<file path="src/rtl/bullet.sv">
// Single player bullet: spawns above the paddle on a frame strobe after a fire
// request, climbs BULLET_SPEED pixels per frame, and draws itself into a pixel layer.
module bullet #(
  parameter int          HRES         = 1280,
  parameter int          VRES         = 720,
  parameter int          PADDLE_W     = 64,
  parameter int          PADDLE_H     = 16,
  parameter int          BULLET_W     = 4,
  parameter int          BULLET_H     = 16,
  parameter int          BULLET_SPEED = 8,
  parameter logic [23:0] BULLET_COLOR = {8'hFF, 8'hFF, 8'hFF}
) (
  input  logic               pixel_clk,
  input  logic               rst,
  input  logic               fsync,
  input  logic               fire,
  input  logic signed [11:0] player_x,
  input  logic signed [11:0] hpos,
  input  logic signed [11:0] vpos,
  output logic        [7:0]  pixel [0:2],
  output logic               bullet_active,
  output logic signed [11:0] bullet_left,
  output logic signed [11:0] bullet_right,
  output logic signed [11:0] bullet_top,
  output logic signed [11:0] bullet_bottom
);

  localparam logic signed [12:0] X_OFFSET  = 13'(PADDLE_W / 2 - BULLET_W / 2);
  localparam logic signed [12:0] X_MAX     = 13'(HRES - BULLET_W);
  localparam logic signed [11:0] SPAWN_TOP = 12'(VRES - PADDLE_H - BULLET_H);
  localparam logic signed [11:0] W_M1      = 12'(BULLET_W - 1);
  localparam logic signed [11:0] H_M1      = 12'(BULLET_H - 1);
  localparam logic signed [11:0] SPEED     = 12'(BULLET_SPEED);

  logic               pending;
  logic signed [12:0] centred;
  logic signed [11:0] spawn_left;
  logic signed [11:0] moved_top;
  logic               spawn;
  logic               in_box;

  // Centre on the paddle with one extra bit so the clamp sees true overflow.
  always_comb begin
    centred = {player_x[11], player_x} + X_OFFSET;
    if (centred < 13'sd0)
      spawn_left = 12'sd0;
    else if (centred > X_MAX)
      spawn_left = X_MAX[11:0];
    else
      spawn_left = centred[11:0];
  end

  always_comb begin
    moved_top = bullet_top - SPEED;
    spawn     = fsync && !bullet_active && (pending || fire);
    in_box    = bullet_active &&
                (hpos >= bullet_left) && (hpos <= bullet_right) &&
                (vpos >= bullet_top)  && (vpos <= bullet_bottom);
  end

  // Spawn takes priority over motion; fire while in flight is simply dropped.
  always_ff @(posedge pixel_clk) begin
    if (rst) begin
      bullet_active <= 1'b0;
      pending       <= 1'b0;
      bullet_left   <= '0;
      bullet_right  <= '0;
      bullet_top    <= '0;
      bullet_bottom <= '0;
      for (int i = 0; i < 3; i++) pixel[i] <= 8'h00;
    end else begin
      for (int i = 0; i < 3; i++)
        pixel[i] <= in_box ? BULLET_COLOR[23 - 8 * i -: 8] : 8'h00;
      if (spawn) begin
        bullet_active <= 1'b1;
        pending       <= 1'b0;
        bullet_left   <= spawn_left;
        bullet_right  <= spawn_left + W_M1;
        bullet_top    <= SPAWN_TOP;
        bullet_bottom <= SPAWN_TOP + H_M1;
      end else if (fsync && bullet_active) begin
        if (moved_top < 12'sd0) begin
          bullet_active <= 1'b0;
        end else begin
          bullet_top    <= moved_top;
          bullet_bottom <= moved_top + H_M1;
        end
      end else if (fire && !bullet_active) begin
        pending <= 1'b1;
      end
    end
  end

endmodule

</file>
<file path="config.mk">
export PLATFORM = sky130hd
export DESIGN_NAME = bullet
export DESIGN_NICKNAME = d
export VERILOG_FILES = /design/src/rtl/bullet.sv
export SDC_FILE = /design/constraint.sdc
export NUM_CORES = 1
export LEC_CHECK = 0
export CORE_MARGIN = 8
export CORE_UTILIZATION = 52
export CTS_CLUSTER_DIAMETER = 200
export CTS_CLUSTER_SIZE = 20
export DETAILED_ROUTE_END_ITERATION = 16
export GPL_TIMING_DRIVEN = 0
export PLACE_DENSITY = 0.93
export SLEW_MARGIN = 20
export SYNTH_ARGS = -nofsm -noshare
export SYNTH_HDL_FRONTEND = slang
export SYNTH_SLANG_ARGS = --single-unit
export TNS_END_PERCENT = 1
</file>
<file path="constraint.sdc">
create_clock -name pixel_clk -period 5.2 [get_ports pixel_clk]
set_input_delay 0.52 -clock pixel_clk [delete_from_list [all_inputs] [get_ports pixel_clk]]
set_output_delay 0.52 -clock pixel_clk [all_outputs]
set_load 0.1 [all_outputs]
</file>
==> results.md <==
* Status: completed
* Ys Warns at 0
* Fin crit share at 70.2%
* First-pass GRT wire length at 19000 um
* Final HPWL DP at 9620 um
* Setup TNS at 0 ns
* Final Hold Vio Count at 0
* Critical Path AT at 3.88 ns
* Post-Syn Area per Cell at 8.05 um2
* Min cycle time layout at 3.65 ns
* Diode count at 0
* Most common cell in the synthesized netlist: inv_1
* Share of cells above drive strength 1 at 10.2%
* Synth Register Bits at 46
* RSZ-0062 raised after global routing: false
* Crit Path Category: primary input to flop
* Top cells by area, synth: dfxtp_1 (24%), ha_1 (16%), buf_4 (5.5%), inv_1 (5.1%), xnor2_1 (4.3%)
* Critical Path Sink Type: flop
* Post-synth top area cell: dfxtp_1
* Fillers at 528
* Number of synthesized flops with an enable pin at 0
* Hold buffer count at cts at 0
* Clk_lat worst skew at 0.31 ns
* Relative slew slack at 32.6%
* Wire per inst at 17.5 um
* Die Y at 102 um
* Die W at 102 um
* Area share of the largest cell type after synthesis at 23.9%
* Crit Path Max Fanout at 10
* Final Worst Setup Slack at 1.55 ns
* GRT overflow at 0
* Vias after detailed routing at 3985
* Post-synthesis cell count at 479
* Crit path required time at 5.43 ns
* Most instantiated cells after synthesis: inv_1 (52), ha_1 (48), dfxtp_1 (46), nor2_1 (37), nand2_1 (35)
* Ys async rst share at 0%
* Worst reg2reg path startpoint: bullet_top[3]
* First-pass DRT Iterations at 5
* Sink Count at 46
* Drt drc at 0
* Initial DRC count at 308
* WL final at 12200 um
* Die ar. at 10400 um2
* Startpoint types: primary input
* Synthesized area at 3850 um2
* Routed length on met1 at 4880 um
* Sequential share of the synthesized area at 23.9%
* I/O Buffers at 109
* CTS buffer count at 5
* Pins over their slew limit at 0
* Fin nets at 685
* Root Driver: clkbuf_8
* Maximum VDD drop at 102 uV
* Main synth FF type: dfxtp_1
* Power Density at 240 nW/um2
* Crit path launch: player_x[1]
* Largest buffer count on any clock path at 2
* Hold Path Origin: bullet_left[1]
* Fmax at 0.274 GHz
* Worst slack, placed at 1.26 ns
* Clock skew at 0.0118 ns
* Top Layer Used: met4
* Largest net degree at the start of global routing at 25
* R2R Path End: bullet_bottom[3]
* CTS tree: done
* I/O pin count at 113
* Metal3 WL at 843 um
* Final Util at 71.7%
* # Max-Cap Violations at 0
* ANT nets after route at 0
* Postcts setup bufs at 0
* Setup violators final at 0
* Slew @ Worst Pin at 1.01 ns
* Routed vias/inst at 5.72
* Min-Delay Path Class: flop to flop
* Area grow syn2layout at 34.3%
* # resized after CTS at 0
* Total Routing Usage GR at 22.8%
* CP endpoint: bullet_right[8]
* H-Tree Depth at 2
* Clk slew on worst S/H paths at 0.09 ns
* Vias in the first global route at 3864
* Met2 Wirelength at 6170 um
* Worst-case reg-to-reg path depth at 11
* Distinct cells, synth at 65
* Core Region at 7210 um2
* Routability Congestion at 0.902
* Cell Rows at 31
* Leakage Power at 1.96 nW
* Initial antenna violation count at 0
* Starting density of the core at 53.4%
* Worst R2R Setup Slack at 2.15 ns
==> registers in the layout, summed over array words and instances (netlist names) <==
signal and flops:
pending 1, bullet_bottom 10, bullet_right 12, bullet_top 9
bullet_active 1, bullet_left 12, pixel 1
==> cell usage in the layout, fill, tap and decap left out, types with 6 or more instances in the layout <==
master | Yosys | final
a31oi_1 | 8 | 8
a311oi_1 | 6 | 6
o21ai_0 | 25 | 25
or3_1 | 7 | 7
clkbuf_1 | 8 | 8
ha_1 | 48 | 48
nor2_1 | 37 | 37
nand3_1 | 19 | 19
clkbuf_8 | 2 | 8
clkdlybuf4s50_1 | 0 | 109
dfxtp_1 | 46 | 46
o21a_1 | 6 | 6
a211oi_1 | 9 | 9
inv_1 | 52 | 52
nand2b_1 | 6 | 6
nor3_1 | 13 | 12
a21o_1 | 6 | 6
nand2_1 | 35 | 35
buf_4 | 28 | 28
xnor2_1 | 19 | 19
o31ai_1 | 7 | 7
a21oi_1 | 24 | 24
nand4_1 | 6 | 6
==> layout make-up <==
| cell class | instances | area, um2 | area share (%) |
|---|---|---|---|
| Multi-Input combinational cell | 341 | 2460 | 47.5 |
| Timing Repair Buffer | 109 | 1090 | 21.1 |
| Sequential cell | 46 | 921 | 17.8 |
| Buffer | 42 | 293 | 5.66 |
| Inverter | 52 | 195 | 3.77 |
| Tap cell | 99 | 124 | 2.39 |
| Clock buffer | 6 | 82.6 | 1.60 |
| Clock inverter | 2 | 12.5 | 0.242 |
==> per-stage QoR <==
step	instance area (um2)	total power [mW]	cells	hold slack (ns)
floorplan	3860	0.843	481	0.437
global placement	5080	0.984	689	0.446
detailed placement	5080	1.00	689	0.462
CTS	5170	1.24	697	0.475
global route	5180	1.30	697	0.511
finish	5180	1.24	697	0.482
==> metal layers <==
metal	global-route usage [%]	vias up
met5	0	-
met4	8.92	0
met3	3.61	26
met2	41.0	190
met1	26.3	1861
li1	-	1908
==> logic make-up (layout without fill, tap and decap cells) <==
kind of cell	after synthesis	in the layout	synth area share, %
other	1	3	0.0973
and+or+nand+nor	149	149	20.2
adders and majority gates	48	48	15.6
buffers and inverters	94	211	12.7
muxes	3	3	1.10
AOI/OAI and AO/OA	117	117	21.7
xor gates and xnor gates	21	21	4.77
DFF	46	46	23.9
==> power breakdown <==
part / internal [mW] / total [mW] / switching [mW]
Clock: 0.107 / 0.236 / 0.129
Combinational: 0.194 / 0.602 / 0.408
Sequential: 0.376 / 0.405 / 0.0286
==> critical path, stage by stage <==
cell	delay [ns]
clkdlybuf4s50_1	0.52
inv_1	0.17
ha_1	0.21
nor3b_4	0.35
xnor2_1	0.15
o41ai_4	0.43
a21oi_4	0.17
nor3_4	0.36
nand2_1	0.11
ha_1	0.25
nor2_1	0.12
nand3_1	0.12
xor2_1	0.17
a211oi_1	0.22
==> worst min-delay path by stage <==
| stage | endpoint | slack (ns) | cells past startpoint |
|---|---|---|---|
| 2_1_floorplan | pending | 0.44 | 2 |
| 3_3_place_gp | bullet_left[11] | 0.45 | 2 |
| 3_5_place_dp | bullet_left[11] | 0.46 | 2 |
| 4_1_cts | bullet_left[11] | 0.47 | 2 |
| 5_1_grt | bullet_left[11] | 0.51 | 2 |
| 6_report | bullet_left[1] | 0.48 | 2 |
No activity file was read; power rests on OpenSTA's default activity.
==> RTL edit 1, RTL diff (config.mk and constraints unchanged) <==
Register the inputs `fsync`, `fire`, `player_x`, `hpos` and `vpos` before use. The logic sees them one clock later.
--- a/src/rtl/bullet.sv
+++ b/src/rtl/bullet.sv
@@ -32,6 +32,20 @@
   localparam logic signed [11:0] H_M1      = 12'(BULLET_H - 1);
   localparam logic signed [11:0] SPEED     = 12'(BULLET_SPEED);
 
+  logic fsync_q;
+  logic fire_q;
+  logic signed [11:0] player_x_q;
+  logic signed [11:0] hpos_q;
+  logic signed [11:0] vpos_q;
+
+  always_ff @(posedge pixel_clk) begin
+    fsync_q    <= fsync;
+    fire_q     <= fire;
+    player_x_q <= player_x;
+    hpos_q     <= hpos;
+    vpos_q     <= vpos;
+  end
+
   logic               pending;
   logic signed [12:0] centred;
   logic signed [11:0] spawn_left;
@@ -41,7 +55,7 @@
 
   // Centre on the paddle with one extra bit so the clamp sees true overflow.
   always_comb begin
-    centred = {player_x[11], player_x} + X_OFFSET;
+    centred = {player_x_q[11], player_x_q} + X_OFFSET;
     if (centred < 13'sd0)
       spawn_left = 12'sd0;
     else if (centred > X_MAX)
@@ -52,10 +66,10 @@
 
   always_comb begin
     moved_top = bullet_top - SPEED;
-    spawn     = fsync && !bullet_active && (pending || fire);
+    spawn     = fsync_q && !bullet_active && (pending || fire_q);
     in_box    = bullet_active &&
-                (hpos >= bullet_left) && (hpos <= bullet_right) &&
-                (vpos >= bullet_top)  && (vpos <= bullet_bottom);
+                (hpos_q >= bullet_left) && (hpos_q <= bullet_right) &&
+                (vpos_q >= bullet_top)  && (vpos_q <= bullet_bottom);
   end
 
   // Spawn takes priority over motion; fire while in flight is simply dropped.
@@ -78,14 +92,14 @@
         bullet_right  <= spawn_left + W_M1;
         bullet_top    <= SPAWN_TOP;
         bullet_bottom <= SPAWN_TOP + H_M1;
-      end else if (fsync && bullet_active) begin
+      end else if (fsync_q && bullet_active) begin
         if (moved_top < 12'sd0) begin
           bullet_active <= 1'b0;
         end else begin
           bullet_top    <= moved_top;
           bullet_bottom <= moved_top + H_M1;
         end
-      end else if (fire && !bullet_active) begin
+      end else if (fire_q && !bullet_active) begin
         pending <= 1'b1;
       end
     end
Function: changed (a bounded check fails within 4 cycles, from zero or initial values and one cycle with rst high).
==> RTL edit 1 against the unedited design <==
Cell area is 18% higher. Area after synthesis is 20% higher. Sequential cell count is 38 higher. Power is 50% higher. Combinational power is 2% higher. Sequential share of layout area is 9.9 points higher. Routed wire length is 8.4% higher. Utilization is 1.7 points lower. Critical path depth stayed put. Fmax is 1.3% lower. Worst setup slack worse by 0.047 ns. Register-to-register slack worse by 0.65 ns. Highest routed layer unchanged. Die area is 17% higher.
==> RTL edit 1: results (changes against the unedited design) <==
Pint 1.167 mW (+72%); Total GRT Usage 21.28% (-1.5 points); cell area after placement 5858 µm² (+15%); worst slack, placed 1.566 ns (+0.3041 ns); synthesized instance count 534 (+11%); nets 743 (+8.5%); wire per inst 17.20 µm (-1.7%); run status complete, no violations; worst relative slew slack 32.61% (+0.036 points); Leak Pwr 2.396 nW (+22%); CTS buffer count 9 (+4); Area contributors post-synth dfxtp_1, ha_1, buf_4; drt via density 5.659 (-1.0%); Worst EP arrival 3.93 ns (+0.05 ns); Clock Power Share 28.2% (+9.2 points); worst skew pair latency 0.36 ns (+0.05 ns); first-pass GRT wire length 21.79 mm (+15%); H-tree depth 3 (+1); fraction of layout cells with a size suffix above 1 8.939% (-1.3 points); met2 routed WL 6.547 mm (+6.1%); slowest stage delay, CP 0.45 ns (-0.07 ns); DR iter-0 viols 292 (-5.2%); sequential area share after synthesis 36.29% (+12 points); PortBufs 108 (-0.92%); Final Skew 0.01131 ns (-0.0005322 ns); Max stage delay cell, worst path nor3b_4; Max VDD drop 191.3 µV (+87%); largest net degree at the start of global routing 25 (unchanged); WL met1 5.054 mm (+3.6%); placed cells 752 (+9.1%); Root Buffer clkbuf_8; Met3 Wirelength 1.084 mm (+29%); sw frac 37.48% (-8.0 points); Post-DP HPWL 10.45 mm (+8.7%); vias in the first global route 4,391 (+14%); via count 4,346 (+9.1%); synth unique cells 58 (-11%); routability cong. 0.9187 (+1.8%); Combinational Power Share 32.8% (-16 points); Post-synth top cells dfxtp_1, inv_1, ha_1, nand2_1, nor2_1
[RTL edit 1: cell types whose count changed in the layout (fill, tap and decap cells not counted), sizes merged, moves of 5 or more]
cell and change:
dfxtp +38, clkbuf +10, nand3 -8, a211oi +6, nor3 +6, o31ai -6
inv +5, o22ai +5
[RTL edit 1: layout make-up]
cell class | instances | area, µm²
plain buffers | 48 | 311.5
repair buffers | 108 | 1081
flip-flops and latches | 84 | 1682
well taps | 108 | 135.1
multi-input cells | 347 | 2435
fillers | 705 | 2595
clock inverters | 6 | 87.58
clock buffers | 10 | 137.6
inverters | 57 | 214.0
[RTL edit 1: cells by family after synthesis]
logic type / Yosys count / synth area share, %
compound gates: 119 / 17.63
xor+xnor: 21 / 3.969
fa+ha+maj: 48 / 12.96
buf+inv: 105 / 11.34
flops: 84 / 36.29
mux: 4 / 0.8640
other cells: 1 / 0.08092
simple gates: 152 / 16.87
[RTL edit 1: final timing paths]
path                                       from                       endpoint  slack, ns  cells after the start
setup / recovery          player_x_q[1]$_DFF_P_   bullet_right[8]$_SDFFE_PP0P_       1.50                     14
hold / removal    bullet_right[11]$_SDFFE_PP0P_  bullet_right[11]$_SDFFE_PP0P_       0.47                      2
setup reg to reg          player_x_q[1]$_DFF_P_   bullet_right[8]$_SDFFE_PP0P_       1.50                     14
hold reg to reg   bullet_right[11]$_SDFFE_PP0P_  bullet_right[11]$_SDFFE_PP0P_       0.47                      2
[RTL edit 1: metal layers]
metal | up-vias | track usage (%)
li1 | 2084 | -
met1 | 1989 | 23.14
met2 | 224 | 36.96
met3 | 49 | 5.628
met4 | 0 | 11.26
met5 | - | 0
==> RTL edit 2, RTL diff (config.mk and constraints unchanged) <==
Without the edit above. Change the parameter `BULLET_H` from 16 to 12.
--- a/src/rtl/bullet.sv
+++ b/src/rtl/bullet.sv
@@ -6,7 +6,7 @@
   parameter int          PADDLE_W     = 64,
   parameter int          PADDLE_H     = 16,
   parameter int          BULLET_W     = 4,
-  parameter int          BULLET_H     = 16,
+  parameter int          BULLET_H     = 12,
   parameter int          BULLET_SPEED = 8,
   parameter logic [23:0] BULLET_COLOR = {8'hFF, 8'hFF, 8'hFF}
 ) (
Function: changed (a bounded check fails within 4 cycles, from zero or initial values and one cycle with rst high).
==> RTL edit 2 against the unedited design <==
Via count is 5.9% higher. Non-clock buffer count is 4 higher. Power increased by 11%. Critical path depth increased by 1. First-iteration DRC count fell by 28%. Area after synthesis increased by 5.4%. Worst setup slack lost 0.56 ns. Cell area up 4.5%. Largest power group unchanged. Count of clock-buffer cells in the layout decreased by 1. Sequential cell count is 2 higher. Critical path type unchanged. Die area increased by 4.5%. Utilization down 1.0 points. Routed wire length grew 2.4%.
==> RTL edit 2: results (changes against the unedited design) <==
Compound-Gate Fraction of Synth Area 23.61% (+1.9 points); hold path startpoint bullet_left[11]$_SDFFE_PP0P_; M3 GR Usage 5.081% (+1.5 points); n_taps 102 (+3.0%); placed cells 715 (+3.8%); worst relative slew slack 32.71% (+0.14 points); WL met1 5.293 mm (+8.5%); PortBufs 108 (-0.92%); wire per inst 17.26 µm (-1.3%); first-pass GRT wire length 20.58 mm (+8.4%); nonclk inv count 54 (+3.8%); Worst EP arrival 4.40 ns (+0.52 ns); proportion of cell area occupied by registers 17.76% (-0.029 points); Worst Reg-to-Reg Cells 9 (-2); run status complete, no violations; Sink Count 48 (+4.3%); sequential area share after synthesis 23.67% (-0.23 points); Flop pwr share 30.4% (-2.2 points); Pint 785.7 µW (+16%); Met3 Wirelength 961 µm (+14%); multi-input gate share of the layout cell area 48.10% (+0.63 points); GR Util met1 27.05% (+0.78 points); GR Layer Usage met2 37.30% (-3.7 points); Max VDD drop 171.5 µV (+68%); met2 routed WL 5.912 mm (-4.2%); Signal buf overhead 25.49% (-1.2 points); reg2reg setup slack 2.33 ns (+0.18 ns); Total GRT Usage 22.29% (-0.52 points); Post-DP HPWL 9.883 mm (+2.8%); Post-synth top cells inv_1, ha_1, dfxtp_1, nor2_1, a21oi_1
-- RTL edit 2: changes by cell type in the layout (fill, tap and decap cells not counted), sizes merged, moves of 6 or more --
| cell | unedited run | this run |
|---|---|---|
| and3 | 1 | 7 |
| nand2 | 35 | 24 |
| nand3 | 19 | 9 |
| nor2 | 37 | 47 |
| o22ai | 0 | 7 |
-- RTL edit 2: worst max path at each step --
stage | start | depth (start not counted) | slack, ns | end
6_report | player_x[1] | 15 | 0.99 | bullet_right[8]$_SDFFE_PP0P_
5_1_grt | player_x[1] | 15 | 0.79 | bullet_right[8]$_SDFFE_PP0P_
4_1_cts | player_x[1] | 15 | 1.03 | bullet_right[8]$_SDFFE_PP0P_
3_5_place_dp | player_x[1] | 15 | 0.71 | bullet_right[8]$_SDFFE_PP0P_
3_3_place_gp | player_x[1] | 15 | 0.80 | bullet_right[8]$_SDFFE_PP0P_
2_1_floorplan | player_x[1] | 14 | 1.65 | bullet_right[8]$_SDFFE_PP0P_
